==> config.mk <==
export PLATFORM = sky130hd
export DESIGN_NAME = dump_fsm
export DESIGN_NICKNAME = d
export VERILOG_FILES = /design/src/rtl/dump_fsm.sv
export SDC_FILE = /design/constraint.sdc
export NUM_CORES = 1
export LEC_CHECK = 0
export CORE_ASPECT_RATIO = 1.2
export CORE_MARGIN = 4
export CORE_UTILIZATION = 40
export DETAILED_ROUTE_END_ITERATION = 16
export PLACE_DENSITY = 0.64
export SYNTH_ARGS = -nofsm -noshare
export SYNTH_HDL_FRONTEND = slang
export SYNTH_SLANG_ARGS = --single-unit
==> constraint.sdc <==
create_clock -name clk -period 5.1 [get_ports clk]
set_input_delay 0.51 -clock clk [delete_from_list [all_inputs] [get_ports clk]]
set_output_delay 0.51 -clock clk [all_outputs]
set_load 0.02 [all_outputs]
==> src/rtl/dump_fsm.sv <==
// dump_fsm: output-side controller of the SHAKE core.
// It streams each squeezed rate block out of the PISO buffer one word per
// accepted beat, and counts down the requested output length. When the job
// needs another block, it hands the buffer back and requests a squeeze.
// It flags the final word and reports how many of its bits are valid.
//
// Ports
//   clk                    clock, rising edge
//   rst                    asynchronous reset, active-high
//   start                  1-cycle job start; samples output_length and mode
//   output_length          total output bits requested
//   mode                   0 = SHAKE128, 1 = SHAKE256
//   output_buffer_full     PISO holds a fresh squeezed block
//   ready_in               downstream accepts a word this cycle
//   valid_out              current PISO word is valid
//   last_out               current word is the final word of the job
//   last_word_bits         valid bits in the final word, 0 otherwise
//   dump_enable            PISO shift enable, one per accepted beat
//   output_buffer_empty_wr pulse: block consumed, PISO free
//   squeeze_req_wr         pulse: permutation must squeeze another block
//   done                   pulse: job complete
//
// state      | meaning
// IDLE       | waiting for start
// WAIT_BLOCK | waiting for the PISO to hold a squeezed block
// DUMP       | streaming words of the current block
// FINISH     | one-cycle done pulse, then back to IDLE

module dump_fsm #(
    parameter int W       = 64,
    parameter int LEN_W   = 32,
    parameter int RATE128 = 21,
    parameter int RATE256 = 17
) (
    input  logic                   clk,
    input  logic                   rst,
    input  logic                   start,
    input  logic [LEN_W-1:0]       output_length,
    input  logic                   mode,
    input  logic                   output_buffer_full,
    input  logic                   ready_in,
    output logic                   valid_out,
    output logic                   last_out,
    output logic [$clog2(W+1)-1:0] last_word_bits,
    output logic                   dump_enable,
    output logic                   output_buffer_empty_wr,
    output logic                   squeeze_req_wr,
    output logic                   done
);

    localparam int RATE_MAX = (RATE128 > RATE256) ? RATE128 : RATE256;
    localparam int CNT_W    = $clog2(RATE_MAX + 1);
    localparam int BITS_W   = $clog2(W + 1);

    typedef enum logic [1:0] {
        IDLE,
        WAIT_BLOCK,
        DUMP,
        FINISH
    } state_t;

    state_t             state;
    state_t             state_nxt;
    logic [LEN_W-1:0]   remaining;
    logic [LEN_W-1:0]   remaining_nxt;
    logic [CNT_W-1:0]   word_cnt;
    logic [CNT_W-1:0]   word_cnt_nxt;
    logic [CNT_W-1:0]   rate_words;
    logic [CNT_W-1:0]   rate_words_nxt;
    logic               is_last;
    logic               block_end;

    always_ff @(posedge clk or posedge rst) begin
        if (rst) begin
            state      <= IDLE;
            remaining  <= '0;
            word_cnt   <= '0;
            rate_words <= CNT_W'(RATE128);
        end else begin
            state      <= state_nxt;
            remaining  <= remaining_nxt;
            word_cnt   <= word_cnt_nxt;
            rate_words <= rate_words_nxt;
        end
    end

    always_comb begin
        state_nxt              = state;
        remaining_nxt          = remaining;
        word_cnt_nxt           = word_cnt;
        rate_words_nxt         = rate_words;
        valid_out              = 1'b0;
        last_out               = 1'b0;
        last_word_bits         = '0;
        dump_enable            = 1'b0;
        output_buffer_empty_wr = 1'b0;
        squeeze_req_wr         = 1'b0;
        done                   = 1'b0;
        is_last                = (remaining <= LEN_W'(W));
        block_end              = (word_cnt == rate_words - CNT_W'(1));

        case (state)
            IDLE: begin
                if (start) begin
                    remaining_nxt  = output_length;
                    rate_words_nxt = mode ? CNT_W'(RATE256) : CNT_W'(RATE128);
                    state_nxt      = (output_length == '0) ? FINISH : WAIT_BLOCK;
                end
            end
            WAIT_BLOCK: begin
                word_cnt_nxt = '0;
                if (output_buffer_full) begin
                    state_nxt = DUMP;
                end
            end
            DUMP: begin
                valid_out = 1'b1;
                last_out  = is_last;
                if (is_last) begin
                    // remaining <= W here, so it fits the bit-count field
                    last_word_bits = remaining[BITS_W-1:0];
                end
                if (ready_in) begin
                    dump_enable   = 1'b1;
                    word_cnt_nxt  = word_cnt + CNT_W'(1);
                    remaining_nxt = is_last ? '0 : remaining - LEN_W'(W);
                    // the final word wins over the block boundary: no squeeze
                    if (is_last) begin
                        output_buffer_empty_wr = 1'b1;
                        state_nxt              = FINISH;
                    end else if (block_end) begin
                        output_buffer_empty_wr = 1'b1;
                        squeeze_req_wr         = 1'b1;
                        state_nxt              = WAIT_BLOCK;
                    end
                end
            end
            FINISH: begin
                done      = 1'b1;
                state_nxt = IDLE;
            end
            default: state_nxt = IDLE;
        endcase
    end

endmodule

==> results of run 1 <==
-- cells by family (layout without fill, tap and decap cells) --
group | after synthesis | count (layout) | share of synthesized area, %
AO/OA/AOI/OAI | 88 | 88 | 24.6
XOR/XNOR | 2 | 2 | 0.683
flip-flops | 40 | 40 | 39.1
multiplexers | 1 | 1 | 0.390
buffers and inverters | 27 | 74 | 4.58
adder cells (fa/ha/maj) | 4 | 4 | 1.95
AND/OR/NAND/NOR | 131 | 131 | 28.7
-- synth_stat cells, drive strengths merged, types with 2 or more instances --
master,number,area [um^2]
o211ai,2,15.0
and3,6,37.5
nand4,4,25.0
o31ai,4,35.0
nand3b,2,15.0
a22oi,4,30.0
or4b,2,23.8
nor3,9,45.0
nor2,18,67.6
a221o,4,40.0
nand3,8,40.0
clkbuf,12,45.0
or2,2,12.5
buf,4,31.3
o21ai,20,100
o22ai,2,12.5
o311ai,7,61.3
a311o,2,20.0
a21oi,15,75.1
nor4,14,103
or3,6,37.5
a22o,12,105
inv,10,37.5
nor2b,3,18.8
dfrtp,39,976
or4,13,101
nand2,30,120
nand2b,5,31.3
ha,4,50.1
o31a,3,26.3
o41ai,4,35.0
xor2,2,17.5
and2,8,50.1
-- report_power, final --
group,switching [mW],internal [mW],leakage (nW)
sequential,0.180,0.463,0.493
combinational,0.359,0.287,0.709
clock,0.114,0.145,0.0552
total,0.653,0.895,1.26
-- layer usage --
layer  vias up  GRT usage, %  share of wire, %
met5         -             0                 0
met4         0          8.87               2.8
met3        14          3.46               4.4
met2        52          34.5                50
met1      1219          25.5                43
li1       1224             -                 -
-- state kept, by name, indices dropped and copies added, names as in the netlist --
signal / cells
remaining: 32
word_cnt: 5
state: 2
rate_words: 1
-- layout make-up --
| cell class | instances | area, um^2 |
|---|---|---|
| clock buffer | 6 | 72.6 |
| inverter | 11 | 41.3 |
| tap | 82 | 103 |
| sequential | 40 | 1000 |
| multi-input combinational | 226 | 1450 |
| fill | 616 | 2890 |
| clock inverter | 2 | 35.0 |
| timing repair buffer | 55 | 538 |
-- how the worst max path moves through the flow --
stage,from,to,slack (ns),cells after the start
finish,remaining[8],last_word_bits[6],1.46,5
global route,remaining[28],last_word_bits[6],1.30,5
CTS,remaining[8],last_word_bits[6],1.44,5
detailed placement,remaining[8],last_word_bits[6],1.77,5
global placement,remaining[8],last_word_bits[2],1.83,5
floorplan,remaining[15],last_word_bits[0],2.25,4
-- worst reg2reg max path, stage by stage (launching register included) --
cell,delay [ns]
dfrtp_1,0.43
or4_1,0.54
or4b_4,0.60
o31a_1,0.53
o221a_1,0.33
a221o_1,0.26
-- through the flow --
step	area, um^2	worst slack (ns)
6_report	3240	1.46
5_1_grt	3240	1.30
4_1_cts	3240	1.44
3_5_place_dp	3130	1.77
3_3_place_gp	3130	1.83
2_1_floorplan	2570	2.25
==> run_results.csv, run 1 <==
group,metric,value,unit
grt,grt_overflow_total,0,
synthesis,synth_top_flop_cell,"dfrtp_1",
clock_tree,cts_tree,"built",
die,pin_count,51,
route,ant_nets,0,
final_layout,syn_to_final_growth,26.3,%
route,vias,2509,
final_layout,layout_common_cells,"50 x clkdlybuf4s50_1, 39 x dfrtp_1, 29 x nand2_1",
min_path,holdPathEnd,"rate_words[2]",
sta,clock_skew,0.00819,ns
synthesis,synth_cell_types,55,
die,die_height,95.7,um
synthesis,synth-edff-count,0,
min_path,holdCritPathClass,"reg -> reg",
power,vdd_drop_max,0.201,mV
sta,timing.final.crit_share,71.3,%
clock_tree,clk_pin_slew,0.08,ns
clock_tree,post_cts.repair.setup_buffers,0,
final_layout,antenna_cells,0,
final_layout,final_core_util,52.9,%
sta,slew_violations,0,
setup_path,end_kind,"output port",
route,wl,7460,um
sta,slew_headroom,24.7,%
final_layout,drive_gt1_share,6.47,%
setup_path,max_stage_delay,0.60,ns
clock_tree,clock_latency,0.29,ns
sta,fmax,275,MHz
die,start_util,41.9,%
route,drt_iter0_markers,126,
setup_path,cp.buffers_inverters,1,
setup_path,critPathTopFamily,"simple AND/OR/NAND/NOR gates",
clock_tree,clock_tree.root_cell,"clkbuf_8",
setup_path,regToRegStartpoint,"remaining[8]",
setup_path,cpMaxStageDelayCell,"or4b_4",
final_layout,final_common_cell,"clkdlybuf4s50_1",
die,coreArea,0.00613,mm^2
setup_path,reg2reg_depth,5,
synthesis,yosys_warnings,0,
setup_path,critPathKind,"reg -> out",
route,vias_per_cell,5.95,
sta,worstMarginPinSlew,1.13,ns
placed_design,dpl.cell_count,414,
clock_tree,clk_path_buf_depth,2,
min_path,worstHoldStart,"rate_words[2]",
die,die_area,0.00777,mm^2
placed_design,numPortBuffers,50,
placed_design,dp_hpwl,5430,um
setup_path,path_cells,"or4_1 -> or4b_4 -> nor4_4 -> and2_1 -> clkdlybuf4s50_1",
power,power_leakage,1.26,nW
route,wire_per_inst,17.7,um
power,finalPower,1.55,mW
sta,fin_tns_setup,0,ns
route,drc,0,
sta,rsz0062_at_grt,"no",
sta,finalHoldViolCount,0,
synthesis,synth_area_per_cell,8.76,um^2
setup_path,worstSetupStartpointType,"flip-flop",
synthesis,synthArstFlopShare,100,%
synthesis,syn_inst,293,
placed_design,gp_congestion,0.793,
grt,grt_pass1_wl,12100,um
run,drv_cap,0,
final_layout,fin_cells,422,
route,drt_first_pass_iters,4,
die,fp.dieW,81.1,um
sta,holdWs,0.524,ns
final_layout,final_nets,381,
clock_tree,cts_repair_resize_count,0,
grt,first_global_vias,2430,
power,p_per_area,478,mW/mm^2
grt,grt.total_usage,20.4,%
clock_tree,htreeDepth,2,
outcome,status,"finished clean",
grt,grt_max_degree,41,
setup_path,timing.rr.end,"remaining[31]",
min_path,whs_path_depth,2,
clock_tree,cts_buffers,5,
grt,antenna_found_initial,0,
sta,layout_min_cycle_time,3.64,ns
synthesis,syn_area,0.00257,mm^2
setup_path,cp_max_fo,9,
clock_tree,cts_hold_buf,0,
setup_path,r2r_setup_slack,2.29,ns
synthesis,synth_seq_area_share,39.1,%
clock_tree,cts_sinks,40,
synthesis,ys_ff_latch,40,
synthesis,synth_fp_nets,335,
setup_path,critPathArrivalTime,3.13,ns
setup_path,worst_ep_required_time,4.59,ns
sta,setup_violations,0,
die,rows,31,
Note: power is estimated with default switching activity, not from simulation.
==> inputs of run 2 (changes only) <==
PLACE_DENSITY = 0.66   (was 0.64)
clock period = 3.1 ns   (was 5.1 ns; I/O delays follow)
==> run 2 against run 1 <==
- total power up 74%
- non-clock buffer count is 22 higher
- first-iteration DRC count down 6.3%
- core utilization increased by 2.0 points
- sequential power grew 49%
- via count is 3.0% higher
- wire length increased by 3.5%
- die area unchanged
- global-route usage grew 0.52 points
- sequential cell count did not move
- final area is 3.8% higher
- critical path type unchanged
- critical endpoint is now last_out
==> run_results.csv, run 2 (same netlist as run 1, synthesis figures left out) <==
group,metric,value,unit
die,rows,31,
final_layout,final_common_cell,"clkdlybuf4s50_1",
route,wire_per_inst,17.4,um
final_layout,final_core_util,54.9,%
final_layout,regMostFlops,"remaining",
grt,grt.total_usage,20.9,%
setup_path,critPathArrivalTime,2.66,ns
grt,first_global_vias,2463,
final_layout,largest_reg_flops,32,
sta,finalHoldViolCount,0,
clock_tree,htreeDepth,2,
placed_design,dpl.cell_count,435,
clock_tree,cts_buffers,5,
die,pin_count,51,
power,vdd_drop_max,0.317,mV
power,p_int,1.57,mW
sta,slew_violations,0,
setup_path,critPathKind,"reg -> out",
final_layout,syn_to_final_growth,31.1,%
final_layout,fin_cells,444,
setup_path,worst_ep_required_time,2.79,ns
placed_design,gp_congestion,0.821,
die,start_util,41.9,%
route,drt_first_pass_iters,4,
sta,layout_min_cycle_time,2.97,ns
placed_design,dp_hpwl,5680,um
grt,grt_overflow_total,0,
final_layout,layout_common_cells,"40 x clkdlybuf4s50_1, 39 x dfrtp_1, 29 x nand2_1",
route,vias_per_cell,5.82,
power,finalPower,2.69,mW
setup_path,worstSetupStartpointType,"flip-flop",
power,p_per_area,799,mW/mm^2
route,wl,7720,um
final_layout,antenna_cells,0,
setup_path,end_kind,"output port",
clock_tree,cts_tree,"built",
power,clockPowerShare,13.7,%
final_layout,drive_gt1_share,14.4,%
power,power_leakage,1.39,nW
min_path,holdCritPathClass,"in -> async",
grt,antenna_found_initial,0,
sta,setup_violations,0,
sta,rsz0062_at_grt,"no",
final_layout,top_regs,"remaining: 32 flops, word_cnt: 5 flops, state: 2 flops",
die,fp.dieW,81.1,um
sta,slew_headroom,56.3,%
clock_tree,cts_hold_buf,0,
die,coreArea,0.00613,mm^2
clock_tree,cts_sinks,40,
power,p_switching,1.12,mW
run,drv_cap,0,
final_layout,fillerInstances,632,
sta,fin_tns_setup,0,ns
sta,fmax,336,MHz
grt,grt_pass1_wl,12400,um
route,drt_iter0_markers,118,
route,vias,2585,
final_layout,final_nets,403,
sta,timing.final.crit_share,95.9,%
power,seq_power_share,35.7,%
clock_tree,clk_path_buf_depth,2,
clock_tree,clock_tree.root_cell,"clkbuf_8",
placed_design,numPortBuffers,50,
power,combPwrFrac,50.5,%
clock_tree,clock_latency,0.29,ns
clock_tree,clk_pin_slew,0.08,ns
die,die_height,95.7,um
route,drc,0,
sta,worstMarginPinSlew,0.656,ns
die,die_area,0.00777,mm^2
outcome,status,"finished clean",
route,ant_nets,0,
power,swShare,41.6,%
grt,grt_max_degree,41,
sta,clock_skew,0.00794,ns
setup_path,cp_max_fo,9,
==> run 2: power by group through the flow <==
stage	sequential (mW)	combinational (mW)	clock, mW
after floorplan	0.964	0.820	0
after global placement	0.955	1.33	0
after detailed placement	0.963	1.35	0
after CTS	0.957	1.36	0.375
after global routing	0.994	1.51	0.394
final	0.961	1.36	0.369
==> run 2: path summary, 6_finish.rpt <==
kind | slack [ns] | end | start | cells past startpoint
min in group clk | 0.51 | rate_words[2] | rate_words[2] | 2
worst min register to register | 0.51 | rate_words[2] | rate_words[2] | 2
worst min-delay path | 0.45 | remaining[26] | rst | 3
worst max-delay path | 0.13 | last_out | remaining[12] | 5
worst max register to register | 0.33 | remaining[30] | remaining[7] | 6
max in group asynchronous | 2.27 | rate_words[2] | rst | 3
==> run 2: cell type report <==
cell class	count	area, um^2	share of cell area (%)
multi-input combinational	226	1460	43.4
clock buffer	8	90.1	2.68
sequential	40	1000	29.8
timing repair buffer	77	668	19.9
inverter	11	41.3	1.23
tap	82	103	3.05
==> run 2: per-layer routing <==
layer / global-route usage, % / share of wire (%) / wire [um] / up-vias
li1: - / - / - / 1270
met1: 27.5 / 45 / 3490 / 1253
met2: 34.7 / 49 / 3790 / 52
met3: 2.81 / 3.5 / 273 / 10
met4: 8.31 / 2.2 / 167 / 0
met5: 0 / 0 / 0 / -
==> run 2: stage by stage <==
stage	cell area, um^2	hold slack [ns]	setup slack, ns
final	3360	0.446	0.126
after global routing	3360	0.502	0.0389
after CTS	3390	0.464	0.0226
after detailed placement	3290	0.500	0.0219
after global placement	3290	0.487	0.0751
after floorplan	2570	0.360	0.450
==> run 2: what timing repair did <==
| action | CTS | global route |
|---|---|---|
| setup buffers | 1 | 0 |
| resized for setup | 11 | 15 |
| pin swaps | 1 | 0 |
| endpoints found under the setup margin | 10 | 8 |
| gates cloned | 0 | 0 |
==> run 2: worst max-delay path, cell delays in order, from the launching register on <==
cell and delay, ns:
dfrtp_1 0.42, or4_4 0.53, or4b_4 0.59, nor4_4 0.29, buf_4 0.19, dlygate4sd2_1 0.35
==> inputs of run 3 (changes only) <==
MAX_ROUTING_LAYER = met4   (was default)
PLACE_DENSITY = 0.64   (was 0.66)
clock period = 3.5 ns   (was 3.1 ns; I/O delays follow)
==> run 3 against run 2 <==
- total power shrank 18%
- clock power down 14%
- hold slack improved by 0.051 ns
- wire length shrank 3.2%
- largest cell class unchanged
- largest power group unchanged
==> run_results.csv, run 3 (same netlist as run 1, synthesis figures left out) <==
group,metric,value,unit
die,die_area,0.00777,mm^2
route,ant_nets,0,
sta,clock_skew,0.00292,ns
setup_path,critPathArrivalTime,3.04,ns
die,coreArea,0.00613,mm^2
power,vdd_drop_max,0.388,mV
min_path,holdCritPathClass,"in -> async",
setup_path,end_kind,"output port",
grt,grt_max_degree,41,
clock_tree,cts_hold_buf,0,
power,p_per_area,677,mW/mm^2
sta,slew_headroom,57.4,%
die,rows,31,
final_layout,fillerInstances,628,
setup_path,worst_ep_required_time,3.15,ns
route,wire_per_inst,17.6,um
route,drt_iter0_markers,241,
setup_path,critPathTopFamily,"simple AND/OR/NAND/NOR gates",
setup_path,cpMostUsedCell,"nor2_1",
sta,rsz0062_at_grt,"no",
outcome,status,"finished clean",
final_layout,top_regs,"remaining: 32 flops, word_cnt: 5 flops, state: 2 flops",
setup_path,cp.buffers_inverters,1,
sta,timing.final.crit_share,96.9,%
final_layout,final_common_cell,"clkdlybuf4s50_1",
final_layout,final_core_util,53.3,%
placed_design,numPortBuffers,50,
route,vias,2511,
final_layout,drive_gt1_share,7.00,%
run,drv_cap,0,
final_layout,largest_reg_flops,32,
placed_design,dp_hpwl,5400,um
clock_tree,htreeDepth,2,
clock_tree,clk_path_buf_depth,2,
grt,grt_overflow_total,0,
grt,antenna_found_initial,0,
setup_path,cp_max_fo,8,
die,start_util,41.9,%
route,drt_first_pass_iters,4,
clock_tree,clk_pin_slew,0.07,ns
placed_design,gp_congestion,0.822,
clock_tree,cts_sinks,40,
die,pin_count,51,
placed_design,pre_cts_ws,0.317,ns
route,vias_per_cell,5.91,
die,die_height,95.7,um
sta,slew_violations,0,
final_layout,layout_common_cells,"43 x clkdlybuf4s50_1, 39 x dfrtp_1, 29 x nand2_1",
sta,worstMarginPinSlew,0.639,ns
setup_path,critPathKind,"reg -> out",
route,wl,7470,um
route,drc,0,
grt,grt.total_usage,21.1,%
sta,setup_violations,0,
clock_tree,clock_latency,0.29,ns
final_layout,syn_to_final_growth,27.2,%
clock_tree,clock_tree.root_cell,"clkbuf_8",
final_layout,antenna_cells,0,
final_layout,regMostFlops,"remaining",
power,power_leakage,1.39,nW
final_layout,multi_input_area,0.00145,mm^2
final_layout,register_area,0.00100,mm^2
sta,layout_min_cycle_time,3.39,ns
setup_path,max_stage_delay,0.61,ns
clock_tree,cts_buffers,5,
final_layout,final_nets,384,
sta,fin_tns_setup,0,ns
setup_path,path_cells,"or4_1 -> or3_1 -> nor3_1 -> nor2_1 -> nor2_1 -> clkdlybuf4s50_1",
sta,finalHoldViolCount,0,
setup_path,cpMaxStageDelayCell,"clkdlybuf4s50_1",
grt,grt_pass1_wl,12200,um
sta,setup_slack,0.109,ns
grt,first_global_vias,2375,
sta,fmax,295,MHz
setup_path,worstSetupStartpointType,"flip-flop",
clock_tree,cts_tree,"built",
die,fp.dieW,81.1,um
## run 3: what timing repair did
item	in CTS	in global routing
gates resized for setup	0	7
pin swaps	1	0
setup endpoints to repair	6	7
setup buffers	1	0
## run 3: worst reg2reg max path, cell delays in order (launching register included)
cell	delay, ns
dfrtp_1	0.43
or4_1	0.55
or4b_4	0.61
o31a_1	0.54
o221a_1	0.33
a221o_1	0.25
## run 3: worst paths after layout
kind | start | endpoint | slack (ns) | cells after the start
setup / recovery | remaining[23] | output_buffer_empty_wr | 0.11 | 6
hold / removal | rst | word_cnt[4] | 0.50 | 3
setup reg to reg | remaining[8] | remaining[31] | 0.68 | 5
hold reg to reg | word_cnt[4] | word_cnt[4] | 0.50 | 1
max in group asynchronous | rst | rate_words[2] | 2.63 | 3
min in group clk | word_cnt[4] | word_cnt[4] | 0.50 | 1
## run 3: final cells by class
cell class                 count  area share [%]
multi-input combinational    226            44.4
clock buffer                   8            2.76
timing repair buffer          58            17.7
tap                           82            3.14
inverter                      11            1.26
sequential                    40            30.7
## run 3: layer usage
layer  GRT usage (%)  routed length, um
met3            3.56                350
met2            33.0               3690
met5               -                  0
met1            27.4               3270
met4            7.89                166
## run 3: power breakdown
part | total (mW) | leakage (nW) | switching [mW] | internal (mW)
Clock | 0.317 | 0.0455 | 0.156 | 0.161
Combinational | 0.957 | 0.855 | 0.527 | 0.431
Sequential | 0.936 | 0.493 | 0.262 | 0.675
Total | 2.21 | 1.39 | 0.944 | 1.27
## run 3: stage by stage
step	hold WS (ns)	total power, mW	instance area (um^2)	cells
2_1_floorplan	0.400	1.58	2570	293
3_3_place_gp	0.495	1.88	3150	416
3_5_place_dp	0.485	1.89	3150	416
4_1_cts	0.499	2.23	3250	425
5_1_grt	0.520	2.41	3260	425
6_report	0.497	2.21	3260	425
